File: config.mk
export PLATFORM = sky130hd
export DESIGN_NAME = fmap_writer_flat
export DESIGN_NICKNAME = d
export VERILOG_FILES = /design/src/rtl/cnn_pkg.sv /design/src/rtl/fmap_writer_if.sv /design/src/rtl/fmap_writer_sat_adder.sv /design/src/rtl/fmap_writer.sv /design/src/flat_wrapper.sv
export SDC_FILE = /design/constraint.sdc
export NUM_CORES = 1
export LEC_CHECK = 0
export BUFFER_PORTS_ARGS = -buffer_cell sky130_fd_sc_hd__buf_2
export CAP_MARGIN = 5
export CORE_UTILIZATION = 29
export DETAILED_ROUTE_END_ITERATION = 6
export SLEW_MARGIN = 20
export SYNTH_ARGS = -nofsm -noshare
export SYNTH_HDL_FRONTEND = slang
export SYNTH_SLANG_ARGS = --single-unit
File: constraint.sdc
create_clock -name clk -period 5.8 [get_ports clk]
set_clock_uncertainty 0.2 [all_clocks]
set_input_delay 1.16 -clock clk [delete_from_list [all_inputs] [get_ports clk]]
set_output_delay 1.16 -clock clk [all_outputs]
set_load 0.02 [all_outputs]
File: src/rtl/cnn_pkg.sv
`default_nettype none
// +----------------------------------------------------------------------------+
// | Package     : cnn_pkg                                                      |
// | Description : Shared definitions for the convolution datapath: default     |
// |               word/address widths, the feature-map writer state encoding,  |
// |               pixel clamp limits and a saturating signed add helper that   |
// |               is also used by the pooling averager.                        |
// | Revision    : 1.0  initial release                                         |
// +----------------------------------------------------------------------------+
package cnn_pkg;

  localparam int unsigned CNN_DATA_W = 16;
  localparam int unsigned CNN_ADDR_W = 16;

  // Largest and smallest representable signed pixel values.
  localparam logic signed [CNN_DATA_W-1:0] PIX_MAX = {1'b0, {(CNN_DATA_W-1){1'b1}}};
  localparam logic signed [CNN_DATA_W-1:0] PIX_MIN = {1'b1, {(CNN_DATA_W-1){1'b0}}};

  typedef enum logic [2:0] {
    ST_IDLE = 3'd0,
    ST_RUN  = 3'd1,
    ST_RD   = 3'd2,
    ST_WT   = 3'd3,
    ST_WR   = 3'd4,
    ST_DONE = 3'd5
  } fmap_wr_state_t;

  // Add at one extra bit of headroom; when the two top bits disagree the
  // true result left the DATA_W range and the sign bit says which way.
  function automatic logic signed [CNN_DATA_W-1:0] sat_add(
    input logic signed [CNN_DATA_W-1:0] a,
    input logic signed [CNN_DATA_W-1:0] b
  );
    logic signed [CNN_DATA_W:0] s;
    s = {a[CNN_DATA_W-1], a} + {b[CNN_DATA_W-1], b};
    if (s[CNN_DATA_W] != s[CNN_DATA_W-1]) begin
      return s[CNN_DATA_W] ? PIX_MIN : PIX_MAX;
    end
    return s[CNN_DATA_W-1:0];
  endfunction

endpackage
`default_nettype wire

File: src/rtl/fmap_writer_if.sv
`default_nettype none
// +----------------------------------------------------------------------------+
// | Interface   : fmap_writer_if                                               |
// | Description : Configuration, pixel-stream and feature-map RAM signals of   |
// |               the feature-map writer.                                      |
// |   cfg_start/cfg_base/cfg_dim/cfg_first : map configuration (to writer)     |
// |   px_valid/px_data -> , <- px_ready     : pixel stream handshake           |
// |   mem_addr/mem_re/mem_we/mem_wdata ->   : RAM command (from writer)        |
// |   mem_rdata                             : RAM read data, 1 cycle latency   |
// |   busy/done                             : status (from writer)             |
// | Modports    : master = writer side, slave = environment side               |
// | Revision    : 1.0  initial release                                         |
// +----------------------------------------------------------------------------+
interface fmap_writer_if
  import cnn_pkg::*;
#(
  parameter int unsigned DATA_W = CNN_DATA_W,
  parameter int unsigned ADDR_W = CNN_ADDR_W,
  parameter int unsigned DIM_W  = 8
);
  logic                     cfg_start;
  logic [ADDR_W-1:0]        cfg_base;
  logic [DIM_W-1:0]         cfg_dim;
  logic                     cfg_first;
  logic                     px_valid;
  logic                     px_ready;
  logic signed [DATA_W-1:0] px_data;
  logic [ADDR_W-1:0]        mem_addr;
  logic                     mem_re;
  logic signed [DATA_W-1:0] mem_rdata;
  logic                     mem_we;
  logic signed [DATA_W-1:0] mem_wdata;
  logic                     busy;
  logic                     done;

  modport master (
    input  cfg_start, cfg_base, cfg_dim, cfg_first,
    input  px_valid, px_data, mem_rdata,
    output px_ready, mem_addr, mem_re, mem_we, mem_wdata, busy, done
  );

  modport slave (
    output cfg_start, cfg_base, cfg_dim, cfg_first,
    output px_valid, px_data, mem_rdata,
    input  px_ready, mem_addr, mem_re, mem_we, mem_wdata, busy, done
  );
endinterface
`default_nettype wire

File: src/rtl/fmap_writer_sat_adder.sv
`default_nettype none
// +----------------------------------------------------------------------------+
// | Module      : sat_adder                                                    |
// | Description : Combinational signed saturating adder. The result is        |
// |               clamped to the DATA_W two's-complement range.               |
// |   a, b : signed addends (DATA_W)                                           |
// |   sum  : clamped signed sum (DATA_W)                                       |
// | Revision    : 1.0  initial release                                         |
// +----------------------------------------------------------------------------+
module sat_adder
  import cnn_pkg::*;
#(
  parameter int unsigned DATA_W = CNN_DATA_W
) (
  input  logic signed [DATA_W-1:0] a,
  input  logic signed [DATA_W-1:0] b,
  output logic signed [DATA_W-1:0] sum
);

  generate
    if (DATA_W == CNN_DATA_W) begin : g_pkg
      // Default width: share the exact helper used elsewhere in the datapath.
      assign sum = sat_add(a, b);
    end else begin : g_generic
      logic signed [DATA_W:0] ext;
      assign ext = {a[DATA_W-1], a} + {b[DATA_W-1], b};
      assign sum = (ext[DATA_W] != ext[DATA_W-1])
                   ? {ext[DATA_W], {(DATA_W-1){~ext[DATA_W]}}}
                   : ext[DATA_W-1:0];
    end
  endgenerate

endmodule
`default_nettype wire

File: src/rtl/fmap_writer.sv
`default_nettype none
// +----------------------------------------------------------------------------+
// | Module      : fmap_writer                                                  |
// | Description : Writes one output feature map, pixel by pixel in raster     |
// |               order, to base+idx of the feature-map RAM. The first        |
// |               filter of a group overwrites; later filters read, add with  |
// |               saturation, and write back.                                 |
// |   clk, rst : clock, synchronous active-high reset                          |
// |   bus      : fmap_writer_if.master (config, pixel stream, RAM, status)    |
// | Revision    : 1.0  initial release                                         |
// +----------------------------------------------------------------------------+
module fmap_writer
  import cnn_pkg::*;
#(
  parameter int unsigned DATA_W = CNN_DATA_W,
  parameter int unsigned ADDR_W = CNN_ADDR_W,
  parameter int unsigned DIM_W  = 8
) (
  input  logic          clk,
  input  logic          rst,
  fmap_writer_if.master bus
);

  localparam int unsigned TOT_W = 2 * DIM_W;

  fmap_wr_state_t           state_q, state_d;
  logic [TOT_W-1:0]         idx_q, idx_d;
  logic [TOT_W-1:0]         total_q, total_d;
  logic [ADDR_W-1:0]        base_q, base_d;
  logic [ADDR_W-1:0]        addr_q, addr_d;
  logic                     first_q, first_d;
  logic signed [DATA_W-1:0] pix_q, pix_d;
  logic signed [DATA_W-1:0] wdata_q, wdata_d;

  logic [TOT_W-1:0]         dim_ext;
  logic [ADDR_W-1:0]        cur_addr;
  logic                     last_px;
  logic signed [DATA_W-1:0] acc_sum;

  assign dim_ext  = {{DIM_W{1'b0}}, bus.cfg_dim};
  // Address arithmetic wraps modulo 2^ADDR_W.
  assign cur_addr = base_q + ADDR_W'(idx_q);
  assign last_px  = (idx_q == total_q - TOT_W'(1));

  sat_adder #(.DATA_W(DATA_W)) u_sat_adder (
    .a   (bus.mem_rdata),
    .b   (pix_q),
    .sum (acc_sum)
  );

  // State register
  always_ff @(posedge clk) begin
    if (rst) begin
      state_q <= ST_IDLE;
    end else begin
      state_q <= state_d;
    end
  end

  // Next-state logic
  always_comb begin
    state_d = state_q;
    case (state_q)
      ST_IDLE: begin
        if (bus.cfg_start) begin
          state_d = (bus.cfg_dim == '0) ? ST_DONE : ST_RUN;
        end
      end
      ST_RUN: begin
        if (bus.px_valid) begin
          state_d = first_q ? ST_WR : ST_RD;
        end
      end
      ST_RD:   state_d = ST_WT;
      ST_WT:   state_d = ST_WR;
      ST_WR:   state_d = last_px ? ST_DONE : ST_RUN;
      ST_DONE: state_d = ST_IDLE;
      default: state_d = ST_IDLE;
    endcase
  end

  // Datapath next values
  always_comb begin
    idx_d   = idx_q;
    total_d = total_q;
    base_d  = base_q;
    addr_d  = addr_q;
    first_d = first_q;
    pix_d   = pix_q;
    wdata_d = wdata_q;
    case (state_q)
      ST_IDLE: begin
        if (bus.cfg_start) begin
          base_d  = bus.cfg_base;
          first_d = bus.cfg_first;
          total_d = dim_ext * dim_ext;
          idx_d   = '0;
        end
      end
      ST_RUN: begin
        if (bus.px_valid) begin
          pix_d  = bus.px_data;
          // Address is fixed at handshake so RD and WR see the same value.
          addr_d = cur_addr;
          if (first_q) begin
            wdata_d = bus.px_data;
          end
        end
      end
      ST_WT: begin
        // mem_rdata is valid here, one cycle after the RD request.
        wdata_d = acc_sum;
      end
      ST_WR: begin
        if (!last_px) begin
          idx_d = idx_q + TOT_W'(1);
        end
      end
      default: ;
    endcase
  end

  always_ff @(posedge clk) begin
    if (rst) begin
      idx_q   <= '0;
      total_q <= '0;
      base_q  <= '0;
      addr_q  <= '0;
      first_q <= 1'b0;
      pix_q   <= '0;
      wdata_q <= '0;
    end else begin
      idx_q   <= idx_d;
      total_q <= total_d;
      base_q  <= base_d;
      addr_q  <= addr_d;
      first_q <= first_d;
      pix_q   <= pix_d;
      wdata_q <= wdata_d;
    end
  end

  // Output decode (Moore)
  logic px_ready_o, mem_re_o, mem_we_o, busy_o, done_o;

  always_comb begin
    px_ready_o = 1'b0;
    mem_re_o   = 1'b0;
    mem_we_o   = 1'b0;
    busy_o     = 1'b0;
    done_o     = 1'b0;
    case (state_q)
      ST_RUN:  begin px_ready_o = 1'b1; busy_o = 1'b1; end
      ST_RD:   begin mem_re_o   = 1'b1; busy_o = 1'b1; end
      ST_WT:   begin                    busy_o = 1'b1; end
      ST_WR:   begin mem_we_o   = 1'b1; busy_o = 1'b1; end
      ST_DONE: begin done_o     = 1'b1; busy_o = 1'b1; end
      default: ;
    endcase
  end

  assign bus.px_ready  = px_ready_o;
  assign bus.mem_re    = mem_re_o;
  assign bus.mem_we    = mem_we_o;
  assign bus.busy      = busy_o;
  assign bus.done      = done_o;
  assign bus.mem_addr  = addr_q;
  assign bus.mem_wdata = wdata_q;

endmodule
`default_nettype wire

File: src/flat_wrapper.sv
// flat-port wrapper written by rule: the top's interface ports become plain ports
module fmap_writer_flat import cnn_pkg::*;
#(
  parameter int unsigned DATA_W = CNN_DATA_W,
  parameter int unsigned ADDR_W = CNN_ADDR_W,
  parameter int unsigned DIM_W  = 8
)
  (clk, rst, bus_cfg_start, bus_cfg_base, bus_cfg_dim, bus_cfg_first, bus_px_valid, bus_px_data, bus_mem_rdata, bus_px_ready, bus_mem_addr, bus_mem_re, bus_mem_we, bus_mem_wdata, bus_busy, bus_done);
  fmap_writer_if #(.DATA_W(DATA_W), .ADDR_W(ADDR_W), .DIM_W(DIM_W)) bus_i ();
  input  logic clk;
  input  logic rst;
  input wire logic [$bits(bus_i.cfg_start)-1:0] bus_cfg_start;
  input wire logic [$bits(bus_i.cfg_base)-1:0] bus_cfg_base;
  input wire logic [$bits(bus_i.cfg_dim)-1:0] bus_cfg_dim;
  input wire logic [$bits(bus_i.cfg_first)-1:0] bus_cfg_first;
  input wire logic [$bits(bus_i.px_valid)-1:0] bus_px_valid;
  input wire logic [$bits(bus_i.px_data)-1:0] bus_px_data;
  input wire logic [$bits(bus_i.mem_rdata)-1:0] bus_mem_rdata;
  output wire logic [$bits(bus_i.px_ready)-1:0] bus_px_ready;
  output wire logic [$bits(bus_i.mem_addr)-1:0] bus_mem_addr;
  output wire logic [$bits(bus_i.mem_re)-1:0] bus_mem_re;
  output wire logic [$bits(bus_i.mem_we)-1:0] bus_mem_we;
  output wire logic [$bits(bus_i.mem_wdata)-1:0] bus_mem_wdata;
  output wire logic [$bits(bus_i.busy)-1:0] bus_busy;
  output wire logic [$bits(bus_i.done)-1:0] bus_done;
  assign bus_i.cfg_start = bus_cfg_start;
  assign bus_i.cfg_base = bus_cfg_base;
  assign bus_i.cfg_dim = bus_cfg_dim;
  assign bus_i.cfg_first = bus_cfg_first;
  assign bus_i.px_valid = bus_px_valid;
  assign bus_i.px_data = bus_px_data;
  assign bus_i.mem_rdata = bus_mem_rdata;
  assign bus_px_ready = bus_i.px_ready;
  assign bus_mem_addr = bus_i.mem_addr;
  assign bus_mem_re = bus_i.mem_re;
  assign bus_mem_we = bus_i.mem_we;
  assign bus_mem_wdata = bus_i.mem_wdata;
  assign bus_busy = bus_i.busy;
  assign bus_done = bus_i.done;
  fmap_writer #(.DATA_W(DATA_W), .ADDR_W(ADDR_W), .DIM_W(DIM_W)) u_core (.clk(clk), .rst(rst), .bus(bus_i));
endmodule
==> results of run 1 <==
==> critical path: stages <==
cell and delay (ns):
buf_2 0.18, nand2_1 0.14, fa_1 0.41, inv_1 0.08, fa_1 0.41, ha_1 0.29
inv_1 0.05, fa_1 0.53, inv_1 0.04, ha_1 0.32, a21o_1 0.19, a21oi_1 0.25
o21bai_1 0.12, a211oi_1 0.32, o31ai_1 0.16, o41ai_1 0.39, mux2i_1 0.24, nand2_1 0.06
==> cell families after synthesis <==
| group | synth area share [%] |
|---|---|
| AOI/OAI and AO/OA | 20.38 |
| xor gates and xnor gates | 5.412 |
| adders and majority gates | 17.47 |
| buffers and inverters | 6.498 |
| DFF | 26.06 |
| muxes | 1.464 |
| and+or+nand+nor | 22.72 |
==> final timing paths <==
| check | endpoint | cells past startpoint | from |
|---|---|---|---|
| hold reg to reg | u_core.bus.mem_addr[6] | 2 | u_core.bus.mem_addr[6] |
| hold / removal | u_core.bus.mem_addr[6] | 2 | u_core.bus.mem_addr[6] |
| setup / recovery | u_core.total_q[15] | 18 | bus_cfg_dim[4] |
| setup reg to reg | u_core.bus.mem_wdata[5] | 12 | u_core.pix_q[0] |
==> power by group through the flow <==
stage          clock, uW  sequential, uW  combinational [uW]
6_report             586             778                 848
5_1_grt              629             786                 968
4_1_cts              600             778                 855
3_5_place_dp           0             794                 848
3_3_place_gp           0             793                 836
2_1_floorplan          0             781                 677
==> per-layer routing <==
layer / global-route usage [%] / vias up / wire length [um]
met5: 0 / - / 0
met4: 3.620 / 0 / 150
met3: 2.601 / 11 / 963
met2: 23.77 / 138 / 8560
met1: 20.69 / 3190 / 9732
li1: - / 3549 / -
==> stage by stage <==
stage / setup WS (ns) / cells / cell area, sq um / utilization, % / total power, uW
floorplan: 0.3933 / 973 / 7606 / - / 1458
global placement: 0.2593 / 1365 / 8348 / 32.77 / 1629
detailed placement: 0.1888 / 1365 / 8348 / 32.77 / 1642
CTS: 0.5251 / 1381 / 8630 / 33.88 / 2234
global route: 0.3020 / 1381 / 8630 / 33.88 / 2383
finish: 0.5073 / 1382 / 8632 / 33.89 / 2212
==> sequential cells by signal, indices dropped and copies added, names as in the netlist <==
signal                count
u_core.total_q           15
u_core.state_q            3
u_core.bus.mem_addr      16
u_core.bus.mem_wdata     16
u_core.first_q            1
u_core.idx_q             16
u_core.base_q            16
u_core.pix_q             16
==> cells in the mapped netlist (all sizes together), types with 12 or more instances <==
cell | number | area share (%)
xnor2 | 31 | 3.6
ha | 63 | 10
xor2 | 16 | 1.8
o21ai | 45 | 3.1
dfxtp | 99 | 26
and2 | 25 | 2.1
nor3 | 30 | 2.0
clkbuf | 35 | 2.0
or3 | 17 | 1.4
a21oi | 106 | 7.0
fa | 27 | 7.1
nand3 | 30 | 2.0
and3 | 12 | 0.99
inv | 73 | 3.6
nand2 | 158 | 7.8
nor2 | 49 | 2.4
==> area by class of cell <==
cell class              instances  area (sq um)
fillers                      2723         16840
clock buffers                  12         256.5
repair buffers                105         545.5
flip-flops and latches         99          1982
diodes                          1         2.502
inverters                      74         277.8
multi-input cells             757          5130
clock inverters                 4         25.02
well taps                     330         412.9
==> out/qor.txt, run 1 <==
Synth cell types: 66
Layout area overhead: 13.49%
First DRT Iteration DRCs: 477
Hold Fails Final Rpt: 0
Fraction of the yosys area taken by sequential cells: 26.06%
Latest clock arrival within the worst-skew pair: 0.35 ns
Total overflow reported by the global router: 0
Time the worst path needs with I/O delays and setup: 5.293 ns
Syn Std Cell Area: 7606 sq um
Flip-flop and latch count after synthesis: 99
Number of CTS-inserted buffers: 9
Min Hold Slack: 0.2473 ns
Clock tree from TritonCTS: done
Gr usage total: 14.90%
Largest fanout of any net on the critical path: 10
H-Tree Level Count: 3
Chip width: 164.0 um
Async set-or-reset flop fraction in the synthesized netlist: 0%
Sort of element at the end of the critical path: flop
Antenna violation net count after detailed routing: 0
Routed length per placed instance: 14.04 um
Largest vdd supply drop: 0.1162 mV
Initial antenna violation count: 1
Number of global-route vias before repair: 6488
Largest net degree at the start of global routing: 55
Detailed-route via count: 6888
Cells after Synth: 973
Top-level port count: 98
Clk slew on worst S/H paths: 0.07 ns
Launching element type of the critical path: input pin
Fraction of the cycle the final worst path needs: 91.25%
EDFF count, synth: 0
Synthesis Warnings: 0
Actual transition at the worst max-transition pin: 0.6893 ns
Final wirelength: 19410 um
Global-route wire length before repair: 32280 um
Slew Viols, Final: 0
Final sum of negative setup slack: 0 ns
Initial cell density of the core: 29.86%
Maximum root-to-sink buffer count: 2
Count of unresolved DRC violations after routing: 0
DRT Pass-1 Iters: 5
Unrepaired setup endpoints after global routing: no
CP Data Arrival Time: 5.34 ns
Static leakage: 0.003685 uW
Die outline height: 164.0 um
Total of cells resized after clock tree synthesis: 0
Number of sinks driven by the clock tree: 99
Portion of total power attributed to combinational logic: 38.3%
Most frequent cells in the layout: nand2_1, a21oi_1, dfxtp_1, buf_2, inv_1
Vias per std cell: 4.984
CTS hold repair buffers: 0
Required time of the worst setup path: 5.85 ns
Number of post-CTS setup repair buffers: 0
Number of endpoints failing setup at the final stage: 0
Peak clock frequency supported by timing: 188.9 MHz
Die Area: 26880 sq um
Portion of total power attributed to sequential cells: 35.2%
R2R setup slack: 2.41 ns
Startpoint-to-endpoint class of the critical path: input pin to flop
Internal power consumption: 1406 uW
GPL Wtd Cong: 0.8329
# port buffers: 97
Max_slew headroom: 53.88%
Most frequent standard cell in the layout excluding fill and tap cells: nand2_1
Share of cells above drive strength 1: 13.13%
Switching power: 805.5 uW
Net Count, Synth: 1124
Status: finished clean
Pwr/cell area: 256.2 nW/um^2
Core area: 25470 sq um
Buffer type at the clock tree root: clkbuf_16
Post-detailed-placement half-perimeter wirelength: 14870 um
Floorplan row count: 58
Post-synth top flop: dfxtp_1
Post-layout nets: 1197
Maximum capacitance violations: 0
Part of the power in the clock network: 26.5%
Switching portion of total power: 36.42%
Kind of path behind the tightest hold check: flop to flop
Avg Synthesized Cell Area: 7.817 sq um
(Power assumes the default switching activity.)
==> run 2: changes to the inputs <==
- GPL_TIMING_DRIVEN: unset -> 0
==> run 2 against run 1 <==
Compared with the run above:
- final area up 1.6%
- flip-flop and latch count unchanged
- non-clock buffer count up 32
- largest cell class unchanged
- via count up 2.1%
- largest power group unchanged
- power about the same
- sequential power down 1%
- worst setup slack worse by 0.011 ns
- wire length up 9.0%
==> out/qor.txt, run 2 (synthesis results as in run 1) <==
Status: finished clean
Maximum capacitance violations: 0 (unchanged)
Number of buffer and inverter stages on the critical path: 4 (unchanged)
H-Tree Level Count: 3 (unchanged)
CP Data Arrival Time: 5.34 ns (about the same)
Core area: 25470 sq um (unchanged)
DRT Pass-1 Iters: 5 (unchanged)
Die Area: 26880 sq um (unchanged)
Initial antenna violation count: 0 (-1)
Peak clock frequency supported by timing: 188.6 MHz (-0.20%)
Buffer type at the clock tree root: clkbuf_16
Post-layout nets: 1229 (+2.7%)
Kind of path behind the tightest hold check: flop to flop
Crit-path max cell delay: 0.55 ns (+0.02 ns)
Count of unresolved DRC violations after routing: 0 (unchanged)
Time the worst path needs with I/O delays and setup: 5.303 ns (+0.01054 ns)
Launching element type of the critical path: input pin
Chip width: 164.0 um (unchanged)
Static leakage: 0.003739 uW (+1.5%)
Maximum root-to-sink buffer count: 2 (unchanged)
Clock tree from TritonCTS: done
Layout area overhead: 15.35%
Floorplan row count: 58 (unchanged)
Multi-input logic area: 5137 sq um (+0.15%)
Initial cell density of the core: 29.86% (unchanged)
Actual transition at the worst max-transition pin: 0.7374 ns (+0.04806 ns)
Required time of the worst setup path: 5.83 ns (-0.02 ns)
Gr usage total: 15.89% (+0.98 points)
Top-level port count: 98 (unchanged)
Number of logic stages on the critical path including buffering: 15 (-3)
Total overflow reported by the global router: 0 (unchanged)
Antenna violation net count after detailed routing: 0 (unchanged)
Largest vdd supply drop: 0.2179 mV (+87%)
Startpoint-to-endpoint class of the critical path: input pin to flop
FF-to-FF Start: u_core.pix_q[0]
R2R setup slack: 2.29 ns (-0.12 ns)
Hold Fails Final Rpt: 0 (unchanged)
Most common cell type on the critical path: fa_1
Depth of the worst register-to-register path: 12 (unchanged)
Slew Viols, Final: 0 (unchanged)
Critical path startpoint: bus_cfg_dim[5]
Number of CTS-inserted buffers: 9 (unchanged)
Min Hold Slack: 0.2484 ns (+0.001106 ns)
Number of post-CTS setup repair buffers: 0 (unchanged)
Final wirelength: 21150 um (+9.0%)
Sort of element at the end of the critical path: flop
Clk slew on worst S/H paths: 0.07 ns (about the same)
R2R Path End: u_core.bus.mem_wdata[12]
Vias per std cell: 4.977 (-0.15%)
Post-detailed-placement half-perimeter wirelength: 16670 um (+12%)
Number of global-route vias before repair: 6572 (+1.3%)
Number of diodes: 0 (-1)
Largest fanout of any net on the critical path: 10 (unchanged)
Pwr/cell area: 251.9 nW/um^2 (-1.7%)
Number of endpoints failing setup at the final stage: 0 (unchanged)
Final sum of negative setup slack: 0 ns (unchanged)
# port buffers: 96 (-1.0%)
Global-route wire length before repair: 33770 um (+4.6%)
Total power consumption of the routed design: 2210 uW (about the same)
Family with the most delay on the worst path: adder cells
Fraction of the cycle the final worst path needs: 91.43% (+0.18 points)
CTS hold repair buffers: 0 (unchanged)
Total of cells resized after clock tree synthesis: 0 (unchanged)
Share of cells above drive strength 1: 12.74% (-0.39 points)
Detailed-route via count: 7032 (+2.1%)
Termination of the worst setup path: u_core.total_q[14]
Most frequent cells in the layout: nand2_1, a21oi_1, dfxtp_1, buf_2, inv_1
Largest net degree at the start of global routing: 16 (-71%)
Number of sinks driven by the clock tree: 99 (unchanged)
Cell with the largest stage delay on the worst path: fa_1
FILL cells: 2701 (-0.81%)
First DRT Iteration DRCs: 486 (+1.9%)
Unrepaired setup endpoints after global routing: no
Max_slew headroom: 49.57% (-4.3 points)
Die outline height: 164.0 um (unchanged)
GPL Wtd Cong: 0.8375 (+0.55%)
List of cells traversed by the critical path: clkbuf_2 > inv_1 > nor2_1 > fa_1 > fa_1 > inv_1 > fa_1 > fa_1 > inv_1 > ha_1 > or2_2 > and2_1 > a211oi_1 > nor3_1 > nand3b_1
Most frequent standard cell in the layout excluding fill and tap cells: nand2_1
Routed length per placed instance: 14.97 um (+6.6%)
Latest clock arrival within the worst-skew pair: 0.36 ns (about the same)
Register Area: 1982 sq um (unchanged)
-- run 2: cell types whose count changed in the layout (fill, tap and decap cells not counted), moves of 2 or more --
cell / before / now
clkbuf_1: 1 / 31
buf_4: 8 / 1
buf_6: 0 / 4
buf_1: 0 / 3
clkbuf_2: 0 / 2
-- run 2: where the power goes --
group	switching, uW	internal, uW	total (uW)
registers	43.5	726	769
clock network	271	303	574
logic	494	373	867
-- run 2: how the worst min path moves through the flow --
stage / start / to / slack [ns] / cells past startpoint
floorplan: u_core.pix_q[11] / u_core.pix_q[11] / 0.24 / 2
global route: u_core.bus.mem_wdata[2] / u_core.bus.mem_wdata[2] / 0.27 / 2
detailed placement: u_core.bus.mem_wdata[6] / u_core.bus.mem_wdata[6] / 0.24 / 2
CTS: u_core.bus.mem_wdata[2] / u_core.bus.mem_wdata[2] / 0.25 / 2
global placement: u_core.bus.mem_wdata[3] / u_core.bus.mem_wdata[3] / 0.23 / 2
finish: u_core.bus.mem_wdata[2] / u_core.bus.mem_wdata[2] / 0.25 / 2
-- run 2: metal layers --
| layer | GRT usage (%) | vias to the layer above | share of wire (%) |
|---|---|---|---|
| met4 | 5.219 | 0 | 1.4 |
| met1 | 21.15 | 3235 | 49 |
| li1 | - | 3615 | - |
| met5 | 0 | - | 0 |
| met2 | 26.56 | 163 | 46 |
| met3 | 1.843 | 19 | 4.3 |
-- run 2: worst reg2reg max path, cell delays in order (launching register included) --
cell and delay, ns:
dfxtp_1 0.33, ha_1 0.17, inv_1 0.05, fa_1 0.40
nor2b_1 0.16, o31a_1 0.23, o2111ai_1 0.18, a21oi_1 0.33
o211ai_1 0.23, o211ai_1 0.33, clkbuf_1 0.47, a21oi_1 0.12
nor4_1 0.22
-- run 2: through the flow --
step | setup slack, ns | area (sq um) | utilization, % | instances
floorplan | 0.3933 | 7606 | - | 973
global placement | -0.3636 | 8499 | 33.37 | 1399
global route | 0.1940 | 8773 | 34.44 | 1413
CTS | 0.03096 | 8772 | 34.44 | 1415
finish | 0.4968 | 8773 | 34.44 | 1413
detailed placement | -0.3242 | 8499 | 33.37 | 1399
-- run 2: layout make-up --
class,count,share of cell area (%)
clock buffer,12,2.809
clock inverter,4,0.2995
multi-input combinational,757,58.56
timing repair buffer,96,5.476
buffer,41,2.396
tap,330,4.706
inverter,74,3.166
sequential,99,22.59
==> run 3: changes to the inputs <==
- CORE_MARGIN: unset -> 8
- SYNTH_HIERARCHICAL: unset -> 1
==> run 3 against run 2 <==
Compared with the run above:
- critical path type unchanged
- synthesized area increased by 3.3%
- sequential power increased by 2%
- largest power group unchanged
- utilization decreased by 0.38 points
- sequential share of layout area decreased by 0.88 points
- largest cell class unchanged
- register-to-register slack improved by 0.33 ns
==> out/qor.txt, run 3 <==
Status: finished clean
Synthesized-area fraction occupied by adder cells: 17.81% (+0.34 points)
Largest fanout of any net on the critical path: 10 (unchanged)
CTS hold repair buffers: 0 (unchanged)
Initial cell density of the core: 29.30% (-0.56 points)
Startpoint-to-endpoint class of the critical path: input pin to flop
GPL Wtd Cong: 0.8594 (+2.6%)
Number of diodes: 0 (unchanged)
Time the worst path needs with I/O delays and setup: 5.443 ns (+0.1396 ns)
Clk slew on worst S/H paths: 0.07 ns (about the same)
FILL cells: 2810 (+4.0%)
Post-synth top area cell: dfxtp_1
H-Tree Level Count: 3 (unchanged)
EDFF count, synth: 0 (unchanged)
Most common cell in the netlist: nand2_1
Total overflow reported by the global router: 0 (unchanged)
Largest vdd supply drop: 0.1627 mV (-25%)
Hold Fails Final Rpt: 0 (unchanged)
Simple-gate area share of the yosys netlist: 22.43% (-0.29 points)
Syn Std Cell Area: 7854 sq um (+3.3%)
Vias per std cell: 4.990 (+0.27%)
Chip width: 180.6 um (+10%)
First DRT Iteration DRCs: 305 (-37%)
Latest clock arrival within the worst-skew pair: 0.35 ns (about the same)
Number of global-route vias before repair: 6961 (+5.9%)
Initial antenna violation count: 0 (unchanged)
Met3 Usage GRT: 2.238% (+0.39 points)
Gr usage total: 13.27% (-2.6 points)
Detailed-route via count: 7151 (+1.7%)
Most frequent standard cell in the layout excluding fill and tap cells: nand2_1
R2R setup slack: 2.62 ns (+0.33 ns)
Leading post-synthesis cells by cell area: dfxtp_1, ha_1, a21oi_1
Number of CTS-inserted buffers: 9 (unchanged)
Kind of path behind the tightest hold check: flop to flop
Dominant combinational cell family by area after synthesis: simple AND/OR/NAND/NOR gates
Fraction of synthesized cell area in xor and xnor cells: 7.822% (+2.4 points)
Async set-or-reset flop fraction in the synthesized netlist: 0% (unchanged)
Post-Place Cells: 1418 (+1.4%)
Floorplan row count: 60 (+3.4%)
Peak clock frequency supported by timing: 183.7 MHz (-2.6%)
Fraction of the cycle the final worst path needs: 93.84% (+2.4 points)
Pwr/cell area: 279.2 nW/um^2 (+11%)
Post-detailed-placement half-perimeter wirelength: 17530 um (+5.2%)
Clock tree from TritonCTS: done
Top-level port count: 98 (unchanged)
Total of cells resized after clock tree synthesis: 0 (unchanged)
Global-route wire length before repair: 35340 um (+4.7%)
Number of sinks driven by the clock tree: 99 (unchanged)
Count of unresolved DRC violations after routing: 0 (unchanged)
Layout area overhead: 16.23%
Required time of the worst setup path: 5.81 ns (-0.02 ns)
Number of post-CTS setup repair buffers: 0 (unchanged)
Post-synth top flop: dfxtp_1
Sort of element at the end of the critical path: flop
Actual transition at the worst max-transition pin: 0.7272 ns (-0.01015 ns)
Unrepaired setup endpoints after global routing: no
Maximum capacitance violations: 0 (unchanged)
GR Layer Usage met2: 22.87% (-3.7 points)
Flip-flop and latch count after synthesis: 99 (unchanged)
Avg Synthesized Cell Area: 8.014 sq um (+2.5%)
Die outline height: 180.6 um (+10%)
Launching element type of the critical path: input pin
Core area: 26800 sq um (+5.2%)
Antenna violation net count after detailed routing: 0 (unchanged)
Fraction of the mapped netlist area in compound gates: 18.67% (-1.7 points)
Synthesis Warnings: 6 (+6)
Die Area: 32600 sq um (+21%)
Layer with the highest usage after global routing: met2
Number of endpoints failing setup at the final stage: 0 (unchanged)
Cells after Synth: 980 (+0.72%)
DRT Pass-1 Iters: 5 (unchanged)
Maximum root-to-sink buffer count: 2 (unchanged)
Ranking of synthesized cells by instance count: nand2_1, a21oi_1, dfxtp_1, nor2_1, ha_1
Share of the synthesized area in the top cell type: 25.23% (-0.82 points)
CP Data Arrival Time: 5.45 ns (+0.11 ns)
Share of cells above drive strength 1: 13.46% (+0.72 points)
Slew Viols, Final: 0 (unchanged)
Multiplexer share of the synthesized area: 2.708% (+1.2 points)
Static leakage: 0.003980 uW (+6.4%)
Fraction of the yosys area taken by sequential cells: 25.23% (-0.82 points)
Max_slew headroom: 51.52% (+1.9 points)
Final non-filler cell area: 9129 sq um (+4.1%)
Most frequent cells in the layout: nand2_1, a21oi_1, buf_2, dfxtp_1, nor2_1
Buffer type at the clock tree root: clkbuf_16
Count of non-filler cells in the finished layout: 1433 (+1.4%)
Routed length per placed instance: 14.98 um (about the same)
Largest net degree at the start of global routing: 17 (+1)
Post-layout nets: 1238 (+0.73%)
Post-DP Area: 8765 sq um (+3.1%)
Global-route track usage on met1: 16.40% (-4.7 points)
Synth cell types: 72 (+9.1%)
# port buffers: 96 (unchanged)
Final wirelength: 21460 um (+1.5%)
## run 3: cell types whose count changed in the layout (fill, tap and decap cells not counted), moves of 10 or more
| cell | change |
|---|---|
| o21ai_0 | -21 |
| nor2_1 | +17 |
| inv_1 | -14 |
| xnor2_1 | +14 |
| a211oi_1 | +13 |
| nand3_1 | -10 |
## run 3: area by class of cell
cell class              count  area (sq um)  area share (%)
multi-input cells         779          5463           59.84
flip-flops and latches     99          1982           21.71
repair buffers             96         480.5           5.263
well taps                 341         426.7           4.674
clock buffers               9         225.2           2.467
inverters                  59         221.5           2.426
plain buffers              44         193.9           2.124
clock inverters             6         136.4           1.494
## run 3: cell families after synthesis
kind of cell / Yosys count
other: 1
AND/OR/NAND/NOR: 360
adder cells (fa/ha/maj): 97
flip-flops: 99
XOR/XNOR: 68
AO/OA/AOI/OAI: 232
buffers and inverters: 103
multiplexers: 20
## run 3: worst paths after layout
path                          startpoint                 endpoint  cells past startpoint
setup / recovery          bus_cfg_dim[5]       u_core/total_q[14]                     16
hold / removal    u_core/bus.mem_addr[7]   u_core/bus.mem_addr[7]                      2
setup reg to reg         u_core/pix_q[0]  u_core/bus.mem_wdata[0]                     13
hold reg to reg   u_core/bus.mem_addr[7]   u_core/bus.mem_addr[7]                      2
## run 3: report_power, final
group / total [uW] / switching [uW] / internal (uW)
clock: 735 / 270 / 464
sequential: 787 / 55.8 / 731
combinational: 1030 / 586 / 441
## run 3: through the flow
step	setup WS (ns)	util (%)	TNS (ns)	hold slack (ns)	total power (uW)
final	0.3572	34.06	0	0.2484	2548
after global routing	0.01245	34.06	0	0.2756	2748
after CTS	0.02973	34.05	0	0.2518	2573
after detailed placement	-0.3437	32.70	-0.8047	0.2452	1830
after global placement	-0.3056	32.70	-0.5339	0.2375	1819
after floorplan	0.2840	-	0	0.2400	1608
## run 3: layer usage
metal | routed length [um] | share of wire, % | vias to the layer above
met5 | 0 | 0 | -
met4 | 416 | 1.9 | 0
met3 | 799 | 3.7 | 23
met2 | 10240 | 48 | 159
met1 | 10010 | 47 | 3347
li1 | - | - | 3622
## run 3: worst max-delay path: stages
cell	delay [ns]
clkbuf_2	0.21
inv_1	0.12
nor2_1	0.21
fa_1	0.47
fa_1	0.55
inv_1	0.06
fa_1	0.50
fa_1	0.54
inv_1	0.04
ha_1	0.24
a2111oi_1	0.42
nor3_1	0.15
nor4_1	0.36
nor3_1	0.09
o21ai_0	0.22
a21oi_1	0.10
